**config.mk**
```make
export PLATFORM = sky130hd
export DESIGN_NAME = cfu_cmd_initiator
export DESIGN_NICKNAME = d
export VERILOG_FILES = /design/src/rtl/cfu_init_pkg.sv /design/src/rtl/cfu_req_fifo.sv /design/src/rtl/cfu_cmd_initiator.sv
export SDC_FILE = /design/constraint.sdc
export NUM_CORES = 1
export LEC_CHECK = 0
export BUFFER_PORTS_ARGS = -buffer_cell sky130_fd_sc_hd__buf_2
export CELL_PAD_IN_SITES_DETAIL_PLACEMENT = 1
export CELL_PAD_IN_SITES_GLOBAL_PLACEMENT = 1
export CORE_AREA = 8 8 216 218
export CTS_CLUSTER_SIZE = 10
export DETAILED_ROUTE_END_ITERATION = 8
export DIE_AREA = 0 0 224 226
export PLACE_DENSITY = 0.69
export SETUP_SLACK_MARGIN = 0.4
export SLEW_MARGIN = 20
export SYNTH_ARGS = -nofsm -noshare
export SYNTH_HDL_FRONTEND = slang
export SYNTH_SLANG_ARGS = --single-unit
```
**constraint.sdc**
```tcl
create_clock -name clk -period 5.38 [get_ports clk]
set_clock_uncertainty 0.2 [all_clocks]
set_input_delay 0.538 -clock clk [delete_from_list [all_inputs] [get_ports clk]]
set_output_delay 0.538 -clock clk [all_outputs]
set_load 0.05 [all_outputs]
```
**src/rtl/cfu_init_pkg.sv**
```systemverilog
// ---------------------------------------------------------------------------
// cfu_init_pkg -- shared types for the CFU command initiator | rev 1.0
// ---------------------------------------------------------------------------
`default_nettype none

package cfu_init_pkg;

  localparam int CFU_FID_W  = 10;
  localparam int CFU_DATA_W = 32;

  typedef enum logic [1:0] {
    IDLE  = 2'd0,
    ISSUE = 2'd1,
    WAIT  = 2'd2,
    DONE  = 2'd3
  } cfu_state_e;

  typedef struct packed {
    logic [CFU_FID_W-1:0]  fid;
    logic [CFU_DATA_W-1:0] op0;
    logic [CFU_DATA_W-1:0] op1;
  } cfu_req_t;

  function automatic logic [15:0] sat_inc16(input logic [15:0] v);
    return (v == 16'hFFFF) ? v : v + 16'd1;
  endfunction

endpackage

`default_nettype wire

```
**src/rtl/cfu_req_fifo.sv**
```systemverilog
// ---------------------------------------------------------------------------
// cfu_req_fifo -- DEPTH-entry request FIFO, wrap-bit pointers | rev 1.0
// ---------------------------------------------------------------------------
`default_nettype none

module cfu_req_fifo
  import cfu_init_pkg::*;
#(
  parameter int DEPTH = 4
) (
  input  logic     clk,
  input  logic     rst,
  input  logic     i_push,
  input  cfu_req_t i_data,
  input  logic     i_pop,
  output cfu_req_t o_head,
  output logic     o_full,
  output logic     o_empty
);

  localparam int            c_AW      = $clog2(DEPTH);
  localparam logic [c_AW:0] c_PTR_ONE = (c_AW + 1)'(1);

  cfu_req_t      r_mem [DEPTH];
  logic [c_AW:0] r_wr_ptr;
  logic [c_AW:0] r_rd_ptr;

  always_ff @(posedge clk) begin
    if (i_push) begin
      r_mem[r_wr_ptr[c_AW-1:0]] <= i_data;
    end
  end

  always_ff @(posedge clk or posedge rst) begin
    if (rst) begin
      r_wr_ptr <= '0;
      r_rd_ptr <= '0;
    end else begin
      if (i_push) begin
        r_wr_ptr <= r_wr_ptr + c_PTR_ONE;
      end
      if (i_pop) begin
        r_rd_ptr <= r_rd_ptr + c_PTR_ONE;
      end
    end
  end

  // Same index with differing wrap bits means the writer has lapped the reader.
  assign o_empty = (r_wr_ptr == r_rd_ptr);
  assign o_full  = (r_wr_ptr[c_AW] != r_rd_ptr[c_AW]) &&
                   (r_wr_ptr[c_AW-1:0] == r_rd_ptr[c_AW-1:0]);
  assign o_head  = r_mem[r_rd_ptr[c_AW-1:0]];

endmodule

`default_nettype wire

```
**src/rtl/cfu_cmd_initiator.sv**
```systemverilog
// ---------------------------------------------------------------------------
// cfu_cmd_initiator -- buffered CFU cmd/rsp initiator with timeout | rev 1.0
// ---------------------------------------------------------------------------
`default_nettype none

module cfu_cmd_initiator
  import cfu_init_pkg::*;
#(
  parameter int                    DEPTH          = 4,
  parameter int                    TIMEOUT_CYCLES = 16,
  parameter logic [CFU_DATA_W-1:0] TIMEOUT_VALUE  = 32'hDEAD_BEEF
) (
  input  logic                  clk,
  input  logic                  reset,
  input  logic                  req_valid,
  output logic                  req_ready,
  input  logic [CFU_FID_W-1:0]  req_function_id,
  input  logic [CFU_DATA_W-1:0] req_op0,
  input  logic [CFU_DATA_W-1:0] req_op1,
  output logic                  res_valid,
  input  logic                  res_ready,
  output logic [CFU_DATA_W-1:0] res_data,
  output logic                  res_timeout,
  output logic                  cmd_valid,
  input  logic                  cmd_ready,
  output logic [CFU_FID_W-1:0]  cmd_payload_function_id,
  output logic [CFU_DATA_W-1:0] cmd_payload_inputs_0,
  output logic [CFU_DATA_W-1:0] cmd_payload_inputs_1,
  input  logic                  rsp_valid,
  output logic                  rsp_ready,
  input  logic [CFU_DATA_W-1:0] rsp_payload_outputs_0,
  output logic                  busy,
  output logic [15:0]           timeout_count,
  output logic [15:0]           stale_count
);

  localparam int              c_TW       = $clog2(TIMEOUT_CYCLES + 1);
  localparam logic [c_TW-1:0] c_TMR_LAST = c_TW'(TIMEOUT_CYCLES - 1);
  localparam logic [c_TW-1:0] c_TMR_ONE  = c_TW'(1);

  cfu_state_e            r_state;
  cfu_state_e            w_next_state;
  cfu_req_t              r_cmd;
  cfu_req_t              w_fifo_head;
  cfu_req_t              w_req;
  logic                  w_fifo_full;
  logic                  w_fifo_empty;
  logic                  w_push;
  logic                  w_pop;
  logic                  w_cmd_fire;
  logic                  w_rsp_fire;
  logic                  w_capture;
  logic                  w_timeout;
  logic                  w_stale;
  logic [c_TW-1:0]       r_timer;
  logic [CFU_DATA_W-1:0] r_res_data;
  logic                  r_res_timeout;
  logic [15:0]           r_timeout_count;
  logic [15:0]           r_stale_count;

  assign w_req  = '{fid: req_function_id, op0: req_op0, op1: req_op1};
  assign w_push = req_valid && !w_fifo_full;

  cfu_req_fifo #(
    .DEPTH (DEPTH)
  ) u_fifo (
    .clk     (clk),
    .rst     (reset),
    .i_push  (w_push),
    .i_data  (w_req),
    .i_pop   (w_pop),
    .o_head  (w_fifo_head),
    .o_full  (w_fifo_full),
    .o_empty (w_fifo_empty)
  );

  // Handshake outputs decode straight from the state register so reset clears them at once.
  assign req_ready  = !w_fifo_full;
  assign cmd_valid  = (r_state == ISSUE);
  assign res_valid  = (r_state == DONE);
  assign rsp_ready  = (r_state != DONE);
  assign busy       = (r_state != IDLE) || !w_fifo_empty;
  assign w_cmd_fire = cmd_valid && cmd_ready;
  assign w_rsp_fire = rsp_valid && rsp_ready;

  always_ff @(posedge clk or posedge reset) begin
    if (reset) begin
      r_state <= IDLE;
    end else begin
      r_state <= w_next_state;
    end
  end

  always_comb begin
    w_next_state = r_state;
    w_pop        = 1'b0;
    w_capture    = 1'b0;
    w_timeout    = 1'b0;
    w_stale      = 1'b0;
    case (r_state)
      IDLE: begin
        w_stale = w_rsp_fire;
        if (!w_fifo_empty) begin
          w_pop        = 1'b1;
          w_next_state = ISSUE;
        end
      end
      ISSUE: begin
        if (w_cmd_fire) begin
          if (rsp_valid) begin
            w_capture    = 1'b1;
            w_next_state = DONE;
          end else begin
            w_next_state = WAIT;
          end
        end else begin
          w_stale = w_rsp_fire;
        end
      end
      WAIT: begin
        if (rsp_valid) begin
          w_capture    = 1'b1;
          w_next_state = DONE;
        end else if (r_timer == c_TMR_LAST) begin
          w_timeout    = 1'b1;
          w_next_state = DONE;
        end
      end
      DONE: begin
        if (res_ready) begin
          if (!w_fifo_empty) begin
            w_pop        = 1'b1;
            w_next_state = ISSUE;
          end else begin
            w_next_state = IDLE;
          end
        end
      end
      default: begin
        w_next_state = IDLE;
      end
    endcase
  end

  always_ff @(posedge clk or posedge reset) begin
    if (reset) begin
      r_timer <= '0;
    end else if (w_cmd_fire) begin
      r_timer <= '0;
    end else if (r_state == WAIT) begin
      r_timer <= r_timer + c_TMR_ONE;
    end
  end

  always_ff @(posedge clk or posedge reset) begin
    if (reset) begin
      r_cmd           <= '0;
      r_res_data      <= '0;
      r_res_timeout   <= 1'b0;
      r_timeout_count <= '0;
      r_stale_count   <= '0;
    end else begin
      if (w_pop) begin
        r_cmd <= w_fifo_head;
      end
      if (w_capture) begin
        r_res_data    <= rsp_payload_outputs_0;
        r_res_timeout <= 1'b0;
      end
      if (w_timeout) begin
        r_res_data      <= TIMEOUT_VALUE;
        r_res_timeout   <= 1'b1;
        r_timeout_count <= sat_inc16(r_timeout_count);
      end
      if (w_stale) begin
        r_stale_count <= sat_inc16(r_stale_count);
      end
    end
  end

  assign cmd_payload_function_id = r_cmd.fid;
  assign cmd_payload_inputs_0    = r_cmd.op0;
  assign cmd_payload_inputs_1    = r_cmd.op1;
  assign res_data                = r_res_data;
  assign res_timeout             = r_res_timeout;
  assign timeout_count           = r_timeout_count;
  assign stale_count             = r_stale_count;

endmodule

`default_nettype wire
```
# Yosys cells after proc, flatten, opt, wreduce, memory -nomap -nowiden
# Memories as Yosys holds them, arrays and structs flattened. A register that Yosys moved wholly into a read port is not among the register bits.
# Cells that the tools add are included.
dict set report op_classes {
  addsub 5
  n_eq_ne 14
  muxes 27
  n_bitwise 2
  n_reduce_logical 14
}
# operator count
set op_table {}
lappend op_table {{two-way mux 32 bit} 2}
lappend op_table {{adder 16 x 1 -> 16 bit (second input constant)} 2}
lappend op_table {{equality test 16 bit (second input constant)} 2}
lappend op_table {{two-way mux 1 bit} 14}
lappend op_table {{two-way mux 2 bit} 5}
lappend op_table {{two-way mux 5 bit} 2}
lappend op_table {{one-hot mux 2 bit (4 select lines)} 1}
lappend op_table {{adder 3 x 1 -> 3 bit (second input constant)} 2}
lappend op_table {{one-hot mux 1 bit (2 select lines)} 3}
lappend op_table {{nonzero test 2 bit} 3}
lappend op_table {{adder 5 x 1 -> 5 bit (second input constant)} 1}
lappend op_table {{equality test 5 x 4 -> 1 bit (second input constant)} 1}
lappend op_table {{equality test 2 bit (second input constant)} 2}
lappend op_table {{logical AND 1 bit} 4}
lappend op_table {{inequality test 2 x 1 -> 1 bit (second input constant)} 2}
lappend op_table {{inequality test 2 bit (second input constant)} 2}
lappend op_table {{AND reduction 2 bit} 2}
lappend op_table {{AND reduction 4 bit} 1}
lappend op_table {{equality test 3 bit} 1}
lappend op_table {{inequality test 3 bit (second input constant)} 1}
lappend op_table {{equality test 2 x 1 -> 1 bit (second input constant)} 1}
lappend op_table {{equality test 2 bit} 1}
lappend op_table {{zero test 1 bit} 2}
lappend op_table {{zero test 2 bit} 1}
lappend op_table {{other kinds (3)} 4}
dict set report totals {
  ff_bits 78
  ramBits 296
  input_bits 112
  word_cells 71
  memories 1
}
# memory depth word_bits read_ports rd_ports_with_merged_regs wr line_no
set memory_table {}
lappend memory_table {u_fifo.r_mem 4 74 1 1 1 cfu_req_fifo.sv:24} ;# cfu_req_t r_mem [DEPTH];

# Logic depth before layout (Yosys ltp)
dict set report depth {
  ltp_word 6
  depth_mapped 8
  mapped_depth_nobuf 7
}

# Modules after synthesis
# From an unflattened synthesis, not the netlist that was laid out.
dict set report hier_totals {
  cells_unflattened 901
  area_unflattened_um2 17057.6
}
# module n_inst cells_each area_each_um2
set by_module_without_submodules {}
lappend by_module_without_submodules {cfu_req_fifo 1 418 11071.9}
lappend by_module_without_submodules {cfu_cmd_initiator 1 483 5985.7}

# Least setup slack after synthesis
# No wires, ideal clock.
dict set report synth_path {
  path_kind {register to register}
  startpoint {register u_fifo.r_rd_ptr[0]}
  endpoint {memory u_fifo.r_mem[3][0] in the netlist's numbering, enable pin}
  t_arrival_ns 2.873
  required_time_ns 4.738
  slack_ns 1.865
  path_stages_with_launch 5
  n_path_buf 1
  period_less_slack_ns 3.515
  cell_sequence {dfrtp_1 -> buf_2 -> xnor2_1 -> a31oi_1 -> and2_1}
}
dict set report synth_between {
  elab_chain_len 6
}
# item line_no
set synth_lines {}
lappend synth_lines {{start: declaration} cfu_req_fifo.sv:26} ;# logic [c_AW:0] r_rd_ptr;
lappend synth_lines {{start signal: assignment} cfu_req_fifo.sv:43} ;# r_rd_ptr <= r_rd_ptr + c_PTR_ONE;
lappend synth_lines {{equality test 2 bit} cfu_req_fifo.sv:51} ;# (r_wr_ptr[c_AW-1:0] == r_rd_ptr[c_AW-1:0]);
lappend synth_lines {{logical AND 1 bit} cfu_req_fifo.sv:50} ;# assign o_full = (r_wr_ptr[c_AW] != r_rd_ptr[c_AW]) &&
lappend synth_lines {{zero test 1 bit} cfu_cmd_initiator.sv:62} ;# assign w_push = req_valid && !w_fifo_full;
lappend synth_lines {{logical AND 1 bit} cfu_cmd_initiator.sv:62}
lappend synth_lines {{two-way mux 1 bit} cfu_req_fifo.sv:29} ;# if (i_push) begin
lappend synth_lines {{two-way mux 1 bit (not written as such)} cfu_req_fifo.sv:30} ;# r_mem[r_wr_ptr[c_AW-1:0]] <= i_data;
lappend synth_lines {{end: declaration} cfu_req_fifo.sv:24}
# No other way between the ends.

# Final worst setup path
dict set report layout_path {
  startpoint {register u_fifo.r_rd_ptr[0]}
  endpoint {memory u_fifo.r_mem[3][23] in the netlist's numbering, enable pin}
}
# Same word-level chain as after synthesis.

==> results.ini <==
[cells_and_area]
area_delta_synth_final_pct=26.98
multiInputGateArea_mm2=0.004174
fin_nets=1430
fillers=4163
fin_area_mm2=0.02166
final_layout_size_suffix_gt1_share_pct=34.40
ff_latch_area_mm2=0.01270

[pwr]
p_seq_share_pct=39.7
comb_power_share_pct=36.0
total_leakage_power_nw=8.476
swShare_pct=37.90
clockPowerShare_pct=24.2
ir_drop_mv=0.3802
p_per_area_mw_per_mm2=611.3
p_sw_w=0.005018
internal_power_w=0.008224

[synth]
synth_top_area_cell=edfxtp_1
syn_inst=915
ys_types=42
synth_adder_area_share_pct=0.9534
synth.area.mux_share_pct=15.17
synth_xor_area_share_pct=1.900
synth_top_area_share_pct=52.10
avgSynthCellArea_um2=18.64
synth_area_leaders=edfxtp_1, dfrtp_1, mux4_2, mux2_2, nand2_1
ys.warnings.count=0
synth_area_mm2=0.01706
synth_edf_count=296
synthSimpleGateAreaFrac_pct=4.679
ys_ff_latch=448
synth_compound_area_share_pct=1.643
synth_top_flop_cell=edfxtp_1
synth_common_cells=edfxtp_1, dfrtp_1, nand2_1
syn-num-nets=1040
yosysMostFrequentCell=edfxtp_1
synth_top_family_by_area=multiplexers
ys_seq_area_share_pct=74.40
synthArstFlopShare_pct=33.93

[clock_network]
post-cts-setup-buffer-count=0
cts_root_buffer=clkbuf_16
clk_path_buf_depth=3
cts_tree=yes
clock-sinks=448
cts_hold_buf=107
post_cts_resized=0
cts_buffers=52
clk_pin_slew_ps=50
clock_latency_ps=590
h-tree-depth=2

[timing]
relSlewSlack_pct=35.53
setup_tns_ps=0
fin_crit_ps=3601
hold_viol_final=0
drv_slew=0
finalCritPeriodShare_pct=66.93
tightest_slew_ps=967.1
fmax_mhz=277.7
finalSetupViolCount=0
rsz0062_at_grt=no

[placed_design]
port_buffers=255
placed_area_mm2=0.01902
gp_congestion=0.7691
hpwlAfterDp_um=25710

[die]
fp.dieW_um=224
coreArea_mm2=0.04345
rows=77
start_util_pct=39.26
io_pins=256
die-height_um=226
dieArea_mm2=0.05062

[flow_run]
cap_viol_max_count=0

[worst_setup_path]
cp.required_ps=5430
crit_fanout=56
crit_end=u_fifo.r_mem[3][23]
regToRegEndpoint=u_fifo.r_mem[3][23]
cp_slowest_cell=and2_4
reg2reg_from=u_fifo.r_rd_ptr[0]
setup.worst_path.start_class=flip-flop
worstSetupPathType=reg -> reg
startpoint=u_fifo.r_rd_ptr[0]
reg2regPathDepth=4
end_kind=flip-flop
cp_slowest_stage_delay_ps=860
regToRegSetupSlack_ps=1780
cp.arrival_ps=3650
path_cells=xnor2_1, a31oi_1, and2_4, buf_4

[drt]
dr.first_iter.drc_count=494
wirelength_um=41710
routedWlPerCell_um=21.47
via_count=9658
avgViaCountPerCell=4.971
drt_first_pass_iters=5
drc=0
final_antenna_net_count=0

[global_routing]
grt_pass1_wl_um=65610
grt_max_degree=65
grt_pass1_vias=10960
antenna_found_initial=8
grt-ovfl-total=0
grt_usage_pct=16.66

[hold_path]
min_path_cells=3
hp-class=in -> reg

[status]
status=complete, no violations

## worst min-delay path by stage
stage | start | slack [ps] | endpoint
5_1_grt | rsp_valid | 250 | r_state[0]
3_3_place_gp | res_timeout | 260 | res_timeout
6_report | rsp_valid | 230 | r_state[0]
3_5_place_dp | res_timeout | 270 | res_timeout
2_1_floorplan | r_timer[3] | 300 | r_timer[3]
4_1_cts | rsp_valid | 190 | r_state[0]
## placed cells by master, fill, tap and decap left out, types with 3 or more instances in the layout
master / count
clkbuf_1: 35
inv_1: 11
nor3b_1: 5
nor2_1: 10
dfrtp_1: 150
buf_2: 255
nor3_1: 12
clkbuf_16: 53
nor4_1: 7
and2_4: 4
edfxtp_1: 296
diode_2: 5
dlygate4sd3_1: 107
and3_1: 5
xnor2_1: 12
nand3_1: 20
xor2_1: 25
o211ai_1: 3
mux2_2: 53
mux4_2: 74
a21oi_1: 4
nand2_1: 82
nand4_1: 8
mux2_1: 27
buf_4: 10
o21ai_0: 28
ha_1: 13
## logic make-up (layout without fill, tap and decap cells)
| kind of cell | Yosys count | in the layout |
|---|---|---|
| and+or+nand+nor | 166 | 166 |
| muxes | 156 | 156 |
| adders and majority gates | 13 | 13 |
| buffers and inverters | 49 | 480 |
| other | 0 | 5 |
| AOI/OAI and AO/OA | 46 | 46 |
| DFF | 448 | 448 |
| xor gates and xnor gates | 37 | 37 |
## area by class of cell
| class | instances | share of cell area (%) |
|---|---|---|
| antenna | 5 | 0.05776 |
| clock buffer | 89 | 6.792 |
| clock inverter | 6 | 0.3754 |
| inverter | 12 | 0.2310 |
| multi-input combinational | 418 | 19.27 |
| sequential | 448 | 58.62 |
| tap | 592 | 3.419 |
| timing repair buffer | 373 | 11.23 |
## critical path: cells and delay by family (launching register included)
kind | cells | cell delay (ps)
and+or+nand+nor | 1 | 860
AOI/OAI and AO/OA | 1 | 570
buffers and inverters | 1 | 460
DFF | 1 | 820
xor gates and xnor gates | 1 | 310
## sequential cells by signal, summed over array words and instances (netlist names)
signal and count:
res_timeout 1, u_fifo.r_wr_ptr 3, res_data 32, r_timer 5
timeout_count 16, cmd_payload_inputs_0 32, r_state 2, cmd_payload_function_id 10
cmd_payload_inputs_1 32, stale_count 16, u_fifo.r_rd_ptr 3, u_fifo.r_mem 296
## power by group through the flow
stage	sequential, W	clock (W)	combinational, W
6_report	0.00526	0.00321	0.00477
3_3_place_gp	0.00529	0	0.00470
2_1_floorplan	0.00656	0	0.00221
3_5_place_dp	0.00534	0	0.00479
5_1_grt	0.00538	0.00344	0.00510
4_1_cts	0.00528	0.00331	0.00487
## metrics by stage
| stage | power (W) | util, % | setup WS, ps | instances | hold slack (ps) |
|---|---|---|---|---|---|
| final | 0.01324 | 49.86 | 1779 | 1943 | 227.9 |
| after global routing | 0.01391 | 49.85 | 1561 | 1942 | 247.3 |
| after CTS | 0.01346 | 49.82 | 1694 | 1938 | 193.4 |
| after detailed placement | 0.01013 | 43.78 | 1702 | 1736 | 269.9 |
| after global placement | 0.009993 | 43.78 | 1751 | 1736 | 255.3 |
| after floorplan | 0.008769 | - | 548.9 | 915 | 297.1 |
## metal layers
metal / track usage, % / vias to the layer above / share of wire, %
li1: - / 4326 / -
met1: 21.08 / 4987 / 42
met2: 27.98 / 281 / 49
met3: 4.454 / 58 / 6.8
met4: 4.843 / 6 / 1.8
met5: 0 / - / 0.082
No activity file was read; power rests on OpenSTA's default activity.
